===== src/rtl/serial_pkg.sv =====
// Shared types and helpers for the serial receive path.
package serial_pkg;

  typedef enum logic [1:0] {IDLE, DATA, STOP} state_t;

  localparam int unsigned BYTE_W        = 8;
  localparam int unsigned DEF_MAX_BYTES = 6;

  // Frame length as actually received: 0 means 1, anything above max_n means max_n.
  function automatic logic [2:0] clamp_nbytes(input logic [2:0] n, input logic [2:0] max_n);
    if (n == 3'd0) return 3'd1;
    if (n > max_n) return max_n;
    return n;
  endfunction

endpackage


===== src/rtl/serial_sync.sv =====
// Input synchroniser for the serial line; resets to the idle (high) level.
module serial_sync #(
  parameter int unsigned SYNC_STAGES = 2
) (
  input  logic clk,
  input  logic rst,
  input  logic d,
  output logic q
);

  logic [SYNC_STAGES-1:0] chain;

  always_ff @(posedge clk or posedge rst) begin
    if (rst) chain <= '1;
    else     chain <= {chain[SYNC_STAGES-2:0], d};
  end

  assign q = chain[SYNC_STAGES-1];

endmodule


===== src/rtl/serial_rx.sv =====
// Serial frame receiver: start bit, 8*N data bits LSB first, stop bit;
// committed bytes are popped one at a time through valid/get.
module serial_rx
  import serial_pkg::*;
#(
  parameter int unsigned MAX_BYTES   = DEF_MAX_BYTES,
  parameter int unsigned SYNC_STAGES = 2
) (
  input  logic       clk,
  input  logic       rst,
  input  logic       rx,
  input  logic [2:0] nbytes,
  input  logic       get,
  output logic [7:0] data,
  output logic       valid,
  output logic [2:0] remaining,
  output logic       busy,
  output logic       frame_err,
  output logic       overrun
);

  localparam int unsigned BUF_W = BYTE_W * MAX_BYTES;
  localparam logic [2:0]  MAXN  = 3'(MAX_BYTES);

  state_t           state;
  logic             rx_s;
  logic [5:0]       bitcnt;
  logic [2:0]       nlat;
  logic [BUF_W-1:0] shreg;
  logic [BUF_W-1:0] buffer;
  logic [2:0]       ptr;
  logic [2:0]       ptr_n;
  logic             commit;
  logic             pop;

  serial_sync #(.SYNC_STAGES(SYNC_STAGES)) u_sync (
    .clk (clk),
    .rst (rst),
    .d   (rx),
    .q   (rx_s)
  );

  assign valid  = (remaining != 3'd0);
  assign busy   = (state != IDLE);
  assign commit = (state == STOP) && rx_s;
  assign pop    = valid && get;
  assign ptr_n  = ptr + 3'd1;

  always_ff @(posedge clk or posedge rst) begin
    if (rst) begin
      state     <= IDLE;
      bitcnt    <= '0;
      nlat      <= '0;
      shreg     <= '0;
      frame_err <= 1'b0;
    end else begin
      frame_err <= 1'b0;
      case (state)
        IDLE: begin
          if (!rx_s) begin
            state  <= DATA;
            nlat   <= clamp_nbytes(nbytes, MAXN);
            bitcnt <= '0;
            shreg  <= '0;
          end
        end
        DATA: begin
          shreg[bitcnt] <= rx_s;
          bitcnt        <= bitcnt + 6'd1;
          if (bitcnt == ({nlat, 3'b000} - 6'd1)) state <= STOP;
        end
        STOP: begin
          state <= IDLE;
          if (!rx_s) frame_err <= 1'b1;
        end
        default: state <= IDLE;
      endcase
    end
  end

  // A commit takes priority over a pop landing in the same cycle.
  always_ff @(posedge clk or posedge rst) begin
    if (rst) begin
      buffer    <= '0;
      remaining <= '0;
      ptr       <= '0;
      data      <= '0;
      overrun   <= 1'b0;
    end else begin
      overrun <= 1'b0;
      if (commit) begin
        buffer    <= shreg;
        remaining <= nlat;
        ptr       <= '0;
        data      <= shreg[BYTE_W-1:0];
        overrun   <= (remaining != 3'd0);
      end else if (pop) begin
        ptr       <= ptr_n;
        remaining <= remaining - 3'd1;
        if (remaining != 3'd1) data <= buffer[{ptr_n, 3'b000} +: BYTE_W];
      end
    end
  end

endmodule


===== config.mk =====
export PLATFORM = sky130hd
export DESIGN_NAME = serial_rx
export DESIGN_NICKNAME = d
export VERILOG_FILES = /design/src/rtl/serial_pkg.sv /design/src/rtl/serial_sync.sv /design/src/rtl/serial_rx.sv
export SDC_FILE = /design/constraint.sdc
export NUM_CORES = 1
export LEC_CHECK = 0
export CORE_MARGIN = 2
export CORE_UTILIZATION = 42
export CTS_BUF_LIST = sky130_fd_sc_hd__clkbuf_8
export DETAILED_ROUTE_END_ITERATION = 8
export PLACE_DENSITY = 0.59
export SLEW_MARGIN = 40
export SYNTH_ARGS = -nofsm -noshare
export SYNTH_HDL_FRONTEND = slang
export SYNTH_HIERARCHICAL = 1
export SYNTH_SLANG_ARGS = --single-unit

===== constraint.sdc =====
create_clock -name clk -period 6.9 [get_ports clk]
set_input_delay 1.035 -clock clk [delete_from_list [all_inputs] [get_ports clk]]
set_output_delay 1.035 -clock clk [all_outputs]
set_load 0.05 [all_outputs]

==> metrics.md, run 1 <==
| Metric | Value |
|---|---|
| Compound-Gate Fraction of Synth Area | `17.0%` |
| Die X | `123 um` |
| Root cell of the clock tree | `clkbuf_8` |
| Crit-path max cell delay | `0.91 ns` |
| Pint | `0.00150 W` |
| Ports | `22` |
| Rel. slew slack | `48.1%` |
| Cts bufs inserted | `17` |
| Measured slew at the worst slew-check pin | `0.774 ns` |
| Worst path cell trace | `nor2_1 > inv_2 > clkdlybuf4s50_1` |
| Buf/Inv on CP | `2` |
| Area Growth Syn to Fin | `10.5%` |
| Initial Util | `42.9%` |
| First-pass DRT Iterations | `5` |
| Count leader, synth | `nand2_1` |
| Clock Sinks | `125` |
| RePlAce Congestion | `0.797` |
| GRT Residual Overflow | `0` |
| Peak supply drop | `0.246 mV` |
| Post-DP HPWL | `9330 um` |
| Post-place instance area | `6210 um^2` |
| Synthesized flop and latch total | `125` |
| Leak | `3.05 nW` |
| Critical Path Slowest Stage Cell | `clkdlybuf4s50_1` |
| Fin. max-slew vios | `0` |
| Post-DRT Antenna Nets | `0` |
| DR iter-0 viols | `480` |
| Switching fraction of total power | `41.1%` |
| Final setup vio count | `0` |
| Fmax | `0.278 GHz` |
| Routed WL | `14400 um` |
| Fillers | `1324` |
| Ys flop type | `dfrtp_1` |
| Placed instance count | `795` |
| Synth warnings | `6` |
| CTS tree | `built` |
| Clock power share | `21.6%` |
| Largest family of logic cells by synthesized area | `simple AND/OR/NAND/NOR gates` |
| Routed via count | `4528` |
| Flop pwr share | `43.4%` |
| Residual DRC | `0` |
| Unrepaired setup endpoints after global routing | `no` |
| Logic pwr share | `34.9%` |
| Skew-Pair Late Insertion Delay | `0.44 ns` |
| Cts hold-fix bufs | `0` |
| Inserted Diodes | `0` |
| Crit path DAT | `2.56 ns` |
| Post-CTS Setup Repair Bufs | `0` |
| Via-to-Cell Ratio | `5.48` |
| Cell Count, Final, Fillers Out | `827` |
| Pwr/cell area | `389 nW/um^2` |
| Hold Vio Cnt, Final | `0` |
| H-tree Lvls | `4` |
| Multi-input gate area | `2580 um^2` |
| Adder-cell area share of the yosys netlist | `1.26%` |
| Die ar. | `15100 um^2` |
| Number of global-route vias before repair | `4611` |
| First-pass GRT wire length | `24500 um` |
| Core Footprint | `13800 um^2` |
| Period utilization | `52.1%` |
| Post-Syn Area per Cell | `9.35 um^2` |
| Syn nets | `648` |
| Total GRT Usage | `21.5%` |
| Largest net degree at the start of global routing | `74` |
| Antenna violations before repair | `0` |
| Wire per inst | `17.4 um` |
| Hold path cells | `0` |
| Yosys top cell by area | `dfrtp_1` |
| Reg area | `3130 um^2` |
| Simple-gate area share of the yosys netlist | `18.4%` |
| CTS max path bufs | `2` |
| CP Launch Type | `flip-flop` |
| Largest cells by area after synthesis | `dfrtp_1, nand2_1, a21oi_1` |
| Cell count of the worst reg-to-reg path | `4` |
| Num rows | `43` |
| EDFF count, synth | `0` |
| Synth unique cells | `49` |
| Kind of critical path | `reg -> out` |
| Reg clk slew, reported paths | `0.07 ns` |
| CP Data Required Time | `5.86 ns` |
| Yosys top cell area share | `51.9%` |
| Register area share after synthesis | `52.7%` |
| Crit-path max FO | `41` |
| Worst Clk Skew | `0.00876 ns` |
| Share of cells above drive strength 1 | `10.0%` |
| Setup TNS | `0 ns` |
| Synth Area in XOR/XNOR | `1.77%` |
| Number of max-cap violations | `0` |
| Port buffer count | `21` |
| CP Depth | `3` |
| Proportion of synthesized area in mux cells | `4.57%` |
| Outcome | `finished, final reports clean` |
| Critical path endpoint category | `output port` |
| Fin nets | `647` |
| Synthesized instance count | `635` |
| Min Tclk post-route | `3.59 ns` |
| Cell Area, Synth | `5940 um^2` |
| Finished Cell Area | `6560 um^2` |
| P_sw | `0.00105 W` |
| Crit-path leading delay family | `buffers and inverters` |
| Post_cts resized | `0` |
| Hold crit path type | `reg -> reg` |
| FFs w/ async S/R, synth | `100%` |
| Die height | `123 um` |
| Synth top cells by count | `nand2_1, dfrtp_1, a21oi_1` |
-- final timing paths --
path	to	startpoint	slack (ns)
setup / recovery	busy	state[1]	3.31
hold / removal	u_sync/chain[1]	u_sync/chain[0]	0.36
setup reg to reg	data[0]	ptr[0]	4.55
hold reg to reg	u_sync/chain[1]	u_sync/chain[0]	0.36
max in group asynchronous	buffer[5]	rst	4.70
min in group asynchronous	u_sync/chain[0]	rst	1.05
-- flip-flops by register name, summed over array words and instances (netlist names) --
name / count
ptr: 3
u_sync/chain: 2
bitcnt: 6
nlat: 3
frame_err: 1
data: 8
remaining: 3
state: 2
buffer: 48
shreg: 48
overrun: 1
-- per-stage QoR --
step	util (%)	total power, W	hold WS, ns	setup WS, ns
4_1_cts	47.4	0.00256	0.359	3.27
5_1_grt	47.4	0.00273	0.365	3.11
2_1_floorplan	-	0.00176	0.345	2.59
3_3_place_gp	44.8	0.00197	0.349	3.50
6_report	47.4	0.00255	0.358	3.31
3_5_place_dp	44.9	0.00200	0.350	3.79
-- cell type report --
cell class	instances	area share, %
Tap cell	180	3.43
Sequential cell	125	47.7
Clock buffer	21	4.41
Multi-Input combinational cell	457	39.4
Clock inverter	11	0.820
Inverter	8	0.553
Timing Repair Buffer	25	3.66
-- metal layers --
layer / track usage (%) / vias to the layer above / share of wire, % / wire [um]
met1: 30.5 / 2232 / 48 / 6950
met4: 7.47 / 0 / 1.7 / 240
li1: - / 2169 / - / -
met5: 0 / - / 0 / 0
met2: 32.0 / 105 / 46 / 6590
met3: 5.25 / 22 / 4.2 / 606
-- power by group through the flow --
stage / registers (W) / clock network [W] / logic [W]
after global placement: 0.00111 / 0 / 0.000862
after global routing: 0.00114 / 0.000605 / 0.000992
final: 0.00111 / 0.000551 / 0.000891
after detailed placement: 0.00112 / 0 / 0.000885
after CTS: 0.00111 / 0.000565 / 0.000889
after floorplan: 0.00104 / 0 / 0.000725
-- layout by cell type (no fill, tap or decap), types with 2 or more instances in the layout --
cell / instances
o21a_1: 6
and3b_1: 2
nand3b_1: 4
clkinv_2: 5
xnor2_1: 6
o22a_1: 3
nand2b_1: 4
o21ai_1: 6
o31ai_1: 17
a21oi_1: 95
nor3b_2: 3
buf_4: 4
nor2b_1: 2
nor3b_1: 2
clkdlybuf4s50_1: 21
mux2i_1: 8
nor3_2: 5
and2_1: 2
clkinvlp_4: 2
o21ai_0: 51
nor2_1: 23
inv_1: 10
nand2_1: 169
clkbuf_8: 21
dfstp_2: 2
or3b_1: 4
xor2_1: 5
nor2_4: 3
ha_1: 5
dfrtp_1: 122
nand3_1: 7
mux4_2: 8
-- kinds of logic (layout without fill, tap and decap cells) --
family | Yosys count | in the layout
fa+ha+maj | 6 | 6
flops | 125 | 125
simple gates | 238 | 238
xor+xnor | 12 | 12
mux | 17 | 17
compound gates | 184 | 184
buf+inv | 53 | 65
(Power assumes the default switching activity.)
==> run 2: changes to the inputs <==
==> constraint.sdc (replaced) <==
create_clock -name clk -period 3.4 [get_ports clk]
set_input_delay 0.51 -clock clk [delete_from_list [all_inputs] [get_ports clk]]
set_output_delay 0.51 -clock clk [all_outputs]
set_load 0.05 [all_outputs]
==> metrics.md, run 2 (synthesized netlist as in run 1, its figures left out) <==
| Metric | Value |
|---|---|
| Kind of critical path | `reg -> out` |
| Largest net degree at the start of global routing | `66` |
| Cts bufs inserted | `17` |
| Crit-path max FO | `15` |
| Measured slew at the worst slew-check pin | `0.830 ns` |
| CP Launch Type | `flip-flop` |
| CP Data Required Time | `2.89 ns` |
| Met2 Usage GRT | `30.3%` |
| Total GRT Usage | `21.6%` |
| Die X | `123 um` |
| Fmax | `0.337 GHz` |
| Crit path DAT | `2.46 ns` |
| Port buffer count | `21` |
| Fin nets | `652` |
| Routed WL | `14900 um` |
| Wire per inst | `17.9 um` |
| Area Growth Syn to Fin | `12.4%` |
| Post-CTS Setup Repair Bufs | `0` |
| Number of max-cap violations | `0` |
| Min Tclk post-route | `2.97 ns` |
| Pwr/cell area | `820 nW/um^2` |
| Rel. slew slack | `44.4%` |
| Die ar. | `15100 um^2` |
| Clock Sinks | `125` |
| Met3 Use GR | `4.65%` |
| Worst Setup Slack, final | `0.432 ns` |
| Met1 Resource Use GR | `32.1%` |
| DR iter-0 viols | `397` |
| Die height | `123 um` |
| First-pass DRT Iterations | `5` |
| Top flop regs | `buffer: 48 flops, shreg: 48 flops, data: 8 flops` |
| Fillers | `1300` |
| Share of cells above drive strength 1 | `10.4%` |
| Antenna violations before repair | `0` |
| Via-to-Cell Ratio | `5.55` |
| Outcome | `finished, final reports clean` |
| CTS max path bufs | `2` |
| Hold_sp | `u_sync/chain[0]` |
| Post-DRT Antenna Nets | `0` |
| Final setup vio count | `0` |
| Hold Vio Cnt, Final | `0` |
| Hold crit path type | `reg -> reg` |
| Unrepaired setup endpoints after global routing | `no` |
| Worst Clk Skew | `0.00670 ns` |
| Leak | `3.11 nW` |
| Cts hold-fix bufs | `0` |
| Setup WS pre-CTS | `0.926 ns` |
| RePlAce Congestion | `0.841` |
| Residual DRC | `0` |
| Num rows | `43` |
| Most frequent cells in the layout | `nand2_1, dfrtp_1, a21oi_1` |
| CTS tree | `built` |
| Ports | `22` |
| Initial Util | `42.9%` |
| RR Startpoint | `state[1]` |
| Core Footprint | `13800 um^2` |
| Post_cts resized | `0` |
| Post-DP HPWL | `9770 um` |
| Critical path endpoint category | `output port` |
| Period utilization | `87.3%` |
| Reg clk slew, reported paths | `0.07 ns` |
| Gr busiest metal | `met1` |
| H-tree Lvls | `4` |
| Peak supply drop | `0.372 mV` |
| Fin. max-slew vios | `0` |
| Root cell of the clock tree | `clkbuf_8` |
| GRT Residual Overflow | `0` |
| Routed via count | `4617` |
| Number of global-route vias before repair | `4468` |
| Setup TNS | `0 ns` |
| First-pass GRT wire length | `24500 um` |
| Multi-input gate area | `2560 um^2` |
| Reg area | `3130 um^2` |
| Commonest non-fill, non-tap cell in the layout | `nand2_1` |
| Crit. Startpoint | `state[1]` |
| Skew-Pair Late Insertion Delay | `0.44 ns` |
| Tot Pwr | `0.00547 W` |
| Inserted Diodes | `0` |
run 2: critical path, cell delays in order, from the launching register on:
cell and delay (ns):
dfrtp_1 0.59, nor2_1 0.18, inv_1 0.36, clkdlybuf4s50_1 0.89
run 2: stage by stage:
| step | instances | area [um^2] | util (%) | hold WS, ns |
|---|---|---|---|---|
| floorplan | 635 | 5940 | - | 0.345 |
| global placement | 800 | 6230 | 45.1 | 0.348 |
| detailed placement | 800 | 6230 | 45.1 | 0.349 |
| CTS | 832 | 6670 | 48.2 | 0.360 |
| global route | 832 | 6670 | 48.2 | 0.363 |
| finish | 832 | 6670 | 48.2 | 0.358 |
run 2: cell type report:
| class | count | share of cell area (%) |
|---|---|---|
| sequential | 125 | 46.9 |
| timing repair buffer | 30 | 4.35 |
| tap | 180 | 3.38 |
| multi-input combinational | 457 | 38.3 |
| clock buffer | 23 | 4.75 |
| clock inverter | 9 | 1.74 |
| inverter | 8 | 0.507 |
run 2: power breakdown:
group | switching [W] | internal (W)
clock | 0.000574 | 0.000832
combinational | 0.00119 | 0.000666
sequential | 0.000377 | 0.00183
run 2: layer usage:
metal / part of all wire [%] / wire length (um)
met1: 50 / 7470
met2: 43 / 6440
met3: 4.1 / 606
met4: 2.3 / 336
met5: 0 / 0
run 2: worst paths after layout:
kind / to / slack (ns) / cells past startpoint
setup / recovery: busy / 0.43 / 3
hold / removal: u_sync/chain[1] / 0.36 / 0
setup reg to reg: nlat[2] / 1.16 / 4
hold reg to reg: u_sync/chain[1] / 0.36 / 0
max in group asynchronous: shreg[6] / 2.13 / 3
min in group asynchronous: u_sync/chain[0] / 0.48 / 2
